File: src/rtl/mem_sequencer_if.sv
// mem_sequencer_if: Avalon-style single memory port shared by instruction fetch and data access.
//   address/read/write/writedata/byteenable : master -> slave request
//   readdata/waitrequest                     : slave -> master response
interface mem_sequencer_if;
    logic [31:0] address;
    logic        read;
    logic        write;
    logic [31:0] writedata;
    logic [3:0]  byteenable;
    logic [31:0] readdata;
    logic        waitrequest;
    modport master (output address, read, write, writedata, byteenable, input readdata, waitrequest);
    modport slave  (input address, read, write, writedata, byteenable, output readdata, waitrequest);
endinterface

File: src/rtl/mem_sequencer.sv
// mem_sequencer: multi-cycle fetch/load/store sequencer onto one shared memory port.
//   clk, reset (sync, active-high)
//   instr_address/instr_readdata : PC in, registered instruction out
//   data_address/data_writedata/data_byteenable, mem_read_req/mem_write_req : data access request
//   data_readdata : registered load data; clk_enable : one-cycle commit; active : low once halted
//   avm : shared memory bus (master side)
module mem_sequencer #(
    parameter logic [31:0] HALT_ADDR = 32'h0000_0000
) (
    input  logic        clk,
    input  logic        reset,
    input  logic [31:0] instr_address,
    output logic [31:0] instr_readdata,
    input  logic [31:0] data_address,
    input  logic [31:0] data_writedata,
    input  logic [3:0]  data_byteenable,
    input  logic        mem_read_req,
    input  logic        mem_write_req,
    output logic [31:0] data_readdata,
    output logic        clk_enable,
    output logic        active,
    mem_sequencer_if.master avm
);
    typedef enum logic [2:0] {FETCH, DECODE, DATA, COMMIT, HALT} state_t;
    state_t state, next;
    logic   is_write;
    logic   at_halt;
    logic   fetch_rd;
    logic   data_go;
    assign at_halt = instr_address == HALT_ADDR;
    // Strobes are masked while reset is high so no access starts before release.
    assign fetch_rd = state == FETCH && !at_halt && !reset;
    assign data_go  = state == DATA && !reset;
    assign avm.read       = fetch_rd || (data_go && !is_write);
    assign avm.write      = data_go && is_write;
    assign avm.address    = (state == DATA ? data_address : instr_address) & ~32'd3;
    assign avm.byteenable = state == DATA ? data_byteenable : 4'hf;
    assign avm.writedata  = data_writedata;
    assign clk_enable     = state == COMMIT && !reset;
    assign active         = state != HALT;
    always_comb begin
        next = state;
        case (state)
            FETCH:   next = at_halt ? HALT : (avm.waitrequest ? FETCH : DECODE);
            DECODE:  next = (mem_read_req || mem_write_req) ? DATA : COMMIT;
            DATA:    next = avm.waitrequest ? DATA : COMMIT;
            COMMIT:  next = FETCH;
            HALT:    next = HALT;
            default: next = FETCH;
        endcase
    end
    always_ff @(posedge clk) begin
        if (reset) begin
            state          <= FETCH;
            is_write       <= 1'b0;
            instr_readdata <= '0;
            data_readdata  <= '0;
        end else begin
            state <= next;
            // Direction is frozen here; a write request wins when both are raised.
            if (state == DECODE) is_write <= mem_write_req;
            if (fetch_rd && !avm.waitrequest) instr_readdata <= avm.readdata;
            if (data_go && !is_write && !avm.waitrequest) data_readdata <= avm.readdata;
        end
    end
endmodule
File: src/flat_wrapper.sv
// flat-port wrapper written by rule: the top's interface ports become plain ports
module mem_sequencer_flat 
#(
    parameter logic [31:0] HALT_ADDR = 32'h0000_0000
)
  (clk, reset, instr_address, instr_readdata, data_address, data_writedata, data_byteenable, mem_read_req, mem_write_req, data_readdata, clk_enable, active, avm_address, avm_read, avm_write, avm_writedata, avm_byteenable, avm_readdata, avm_waitrequest);
  mem_sequencer_if avm_i ();
  input  logic clk;
  input  logic reset;
  input  logic [31:0] instr_address;
  output logic [31:0] instr_readdata;
  input  logic [31:0] data_address;
  input  logic [31:0] data_writedata;
  input  logic [3:0] data_byteenable;
  input  logic mem_read_req;
  input  logic mem_write_req;
  output logic [31:0] data_readdata;
  output logic clk_enable;
  output logic active;
  output wire logic [$bits(avm_i.address)-1:0] avm_address;
  output wire logic [$bits(avm_i.read)-1:0] avm_read;
  output wire logic [$bits(avm_i.write)-1:0] avm_write;
  output wire logic [$bits(avm_i.writedata)-1:0] avm_writedata;
  output wire logic [$bits(avm_i.byteenable)-1:0] avm_byteenable;
  input wire logic [$bits(avm_i.readdata)-1:0] avm_readdata;
  input wire logic [$bits(avm_i.waitrequest)-1:0] avm_waitrequest;
  assign avm_address = avm_i.address;
  assign avm_read = avm_i.read;
  assign avm_write = avm_i.write;
  assign avm_writedata = avm_i.writedata;
  assign avm_byteenable = avm_i.byteenable;
  assign avm_i.readdata = avm_readdata;
  assign avm_i.waitrequest = avm_waitrequest;
  mem_sequencer #(.HALT_ADDR(HALT_ADDR)) u_core (.clk(clk), .reset(reset), .instr_address(instr_address), .instr_readdata(instr_readdata), .data_address(data_address), .data_writedata(data_writedata), .data_byteenable(data_byteenable), .mem_read_req(mem_read_req), .mem_write_req(mem_write_req), .data_readdata(data_readdata), .clk_enable(clk_enable), .active(active), .avm(avm_i));
endmodule
File: config.mk
export PLATFORM = sky130hd
export DESIGN_NAME = mem_sequencer_flat
export DESIGN_NICKNAME = d
export VERILOG_FILES = /design/src/rtl/mem_sequencer_if.sv /design/src/rtl/mem_sequencer.sv /design/src/flat_wrapper.sv
export SDC_FILE = /design/constraint.sdc
export NUM_CORES = 1
export LEC_CHECK = 0
export ABC_AREA = 0
export BUFFER_PORTS_ARGS = -buffer_cell sky130_fd_sc_hd__clkbuf_2
export CAP_MARGIN = 20
export CORE_ASPECT_RATIO = 0.6
export CORE_UTILIZATION = 34
export DETAILED_ROUTE_END_ITERATION = 7
export GPL_TIMING_DRIVEN = 0
export PLACE_DENSITY = 0.72
export SYNTH_ARGS = -nofsm -noshare
export SYNTH_HDL_FRONTEND = slang
export SYNTH_SLANG_ARGS = --single-unit
File: constraint.sdc
create_clock -name clk -period 1.7 [get_ports clk]
set_input_delay 0.34 -clock clk [delete_from_list [all_inputs] [get_ports clk]]
set_output_delay 0.34 -clock clk [all_outputs]
set_load 0.02 [all_outputs]
==> results.md <==
- Crit Path Max Fanout: 8
- Drt pass-1 iters: 4
- Final min period: 2200 ps
- Residual DRC: 0
- Worst slew pin tran: 828 ps
- Largest net degree at the start of global routing: 12
- Die X: 136 um
- CP required: 1360 ps
- Remaining global-route overflow: 0
- Top-level I/O count: 273
- Leak Pwr: 3.08 nW
- F_max: 455 MHz
- Slew Limit Fails: 0
- Drt via density: 4.66
- Cells after synthesis: 390
- Cts bufs inserted: 9
- GRT Util Overall: 22.8%
- WHS Path Cells: 3
- Clock slew at reported path FFs: 60 ps
- Core area: 10200 um^2
- Worst R2R Path Depth: 9
- Flop2flop setup slack: -260 ps
- Worst setup EP type: output pin
- Synth area leader: dfxtp_1
- Iteration-0 DRC Markers: 135
- H-tree Lvls: 3
- Violated checks: negative setup slack
- WL per Instance: 16.6 um
- Reg2reg end: u_core.instr_readdata[3]
- Seq/Total Area, Yosys: 37.2%
- Setup WS pre-CTS: -664 ps
- CTS tree: yes
- Post-synth EDFFs: 0
- Detailed placement HPWL: 9720 um
- Fin nets: 804
- Vias in the first global route: 3599
- Die Ht: 82.3 um
- Rows: 28
- Post-DRT Antenna Nets: 0
- Synth top area share: 37.2%
- Cell area after layout: 6350 um^2
- PD cells: 846 nW/um^2
- Unrepaired setup endpoints after global routing: true
- Ant diodes: 0
- Mapped cell area: 3660 um^2
- Synth area leaders: dfxtp_1 (37%), nand2b_1 (11%), mux2_2 (9.2%), mux2i_1 (9.0%), buf_4 (7.6%)
- Async S/R FF share, synth: 0%
- Worst setup path category: register to output pin
- Slew HR: 44.8%
- Clock Sink Count: 68
- Via count: 3759
- Post-synthesis average cell area: 9.38 um^2
- MaxCap Viol Count: 0
- Post-Layout Cell Count: 807
- Fillers: 853
- Synth Flop Type: dfxtp_1
- Critical path arrival: 1860 ps
- I/O Buffers: 236
- #FFs+latches synth: 68
- Peak VDD IR: 0.000542 V
- Setup total negative slack: -30310 ps
- Clk buf depth: 2
- Placed inst area: 5100 um^2
- Outcome: finished, violations left
- Setup ws final: -498 ps
- Starting Density: 36.0%
- CP Launch Type: register
- Hold EP: u_core.data_readdata[26]
- Worst hold-check path type: primary input to register
- Global placer's final weighted congestion: 0.807
- Hold Vio Cnt, Final: 0
- Initial antenna violation count: 0
- WL final: 13400 um
- FF-to-FF Start: u_core.state[1]
- First-pass GRT wire length: 19100 um
- Final Setup Violations: 100
- Worst-case clock skew: 4.30 ps
- Warnings, synthesis: 0
- Die area: 11200 um^2
- Clk root buf: clkbuf_16
- Period utilisation layout: 129%
- Distinct cells, synth: 29
- Layout area overhead: 73.7%
- Worst hold path startpoint: avm_readdata[26]
- Layout cells sized above 1: 67.3%
- Clock Latency Late Sink: 320 ps
- DP Cell Count: 762
## routing by layer
layer	global-route usage (%)	share of wire [%]	vias to the layer above
li1	-	-	1816
met1	31.6	47	1787
met2	35.1	45	146
met3	6.53	8.1	10
met4	4.89	0.51	0
met5	0	0	-
## layout by cell type (no fill, tap or decap), types with 2 or more instances in the layout
master,synthesis,layout
buf_16,0,2
a21oi_1,13,7
nor4_2,0,3
bufinv_16,0,3
buf_8,0,6
dfxtp_1,68,65
dfxtp_4,0,3
mux2i_1,33,33
conb_1,1,2
a21oi_2,20,26
buf_2,2,2
mux2_4,0,5
nor4_1,8,5
clkbuf_8,0,10
nand2_1,36,22
clkbuf_16,0,15
nand4_1,2,2
clkbuf_1,13,9
nand2b_1,67,67
buf_6,8,32
clkbuf_2,0,201
or2_4,0,4
buf_4,37,47
nor2_1,4,3
buf_12,0,12
mux2_2,30,25
nand2_2,30,44
## cell families (layout without fill, tap and decap cells)
logic type             count (synthesis)  after routing  synth area share (%)
AND/OR/NAND/NOR                      159            159                  25.0
flip-flops                            68             68                  37.2
multiplexers                          63             63                  18.3
buffers and inverters                 60            341                  11.7
AO/OA/AOI/OAI                         39             39                  7.73
other                                  1              2                 0.103
## registers in the layout (all words and copies together) (netlist names)
signal,cells
u_core.state,3
u_core.is_write,1
u_core.data_readdata,32
u_core.instr_readdata,32
## synthesized netlist by cell type, types with 2 or more instances
| master | count |
|---|---|
| nor2_1 | 4 |
| clkbuf_1 | 13 |
| mux2i_1 | 33 |
| nand2b_1 | 67 |
| buf_2 | 2 |
| nand2_1 | 36 |
| nor3_1 | 2 |
| o32ai_1 | 2 |
| nor4_1 | 8 |
| nand4_1 | 2 |
| or2_2 | 4 |
| mux2_2 | 30 |
| buf_6 | 8 |
| buf_4 | 37 |
| nand2_2 | 30 |
| a21oi_2 | 20 |
| a21oi_1 | 13 |
| dfxtp_1 | 68 |
## area by class of cell
class	count	area (um^2)	share of cell area (%)
buffer	59	588	9.26
clock buffer	12	256	4.04
clock inverter	4	95.1	1.50
multi-input combinational	263	2050	32.2
sequential	68	1370	21.6
tap	135	169	2.66
timing repair buffer	266	1820	28.7
## metrics by stage
| step | total power, mW | utilization, % | hold slack, ps |
|---|---|---|---|
| floorplan | 2.46 | - | 467 |
| global placement | 2.85 | 50.2 | 442 |
| detailed placement | 2.88 | 50.2 | 450 |
| CTS | 5.19 | 57.2 | 235 |
| global route | 5.57 | 62.5 | 243 |
| finish | 5.38 | 62.5 | 246 |
## timing repair
action / CTS / global route
cloned: 6 / 3
pin swaps: 2 / 9
hold buffers: 0 / 0
setup buffers: 9 / 12
resized for setup: 43 / 135
endpoints found under the setup margin: 99 / 99
## where the power goes
group / internal [mW] / leakage [nW] / switching, mW
sequential: 1.66 / 0.554 / 0.0445
combinational: 0.771 / 2.36 / 0.723
clock: 1.51 / 0.173 / 0.664
total: 3.94 / 3.08 / 1.43
## worst max-delay path by stage
stage                     from                  endpoint  slack (ps)  depth (start not counted)
2_1_floorplan  u_core.state[2]           avm_address[10]         -50                          5
3_3_place_gp             reset  u_core.data_readdata[20]        -600                          5
3_5_place_dp             reset  u_core.data_readdata[25]        -660                          5
4_1_cts        u_core.state[2]           avm_address[10]        -480                          5
5_1_grt        u_core.state[0]           avm_address[10]        -530                          5
6_report       u_core.state[0]           avm_address[10]        -500                          5
## critical path: stages (launching register included)
cell	delay, ps
dfxtp_4	340
or3b_4	420
buf_12	170
clkbuf_16	160
mux2_4	310
buf_8	140
(Power assumes the default switching activity.)
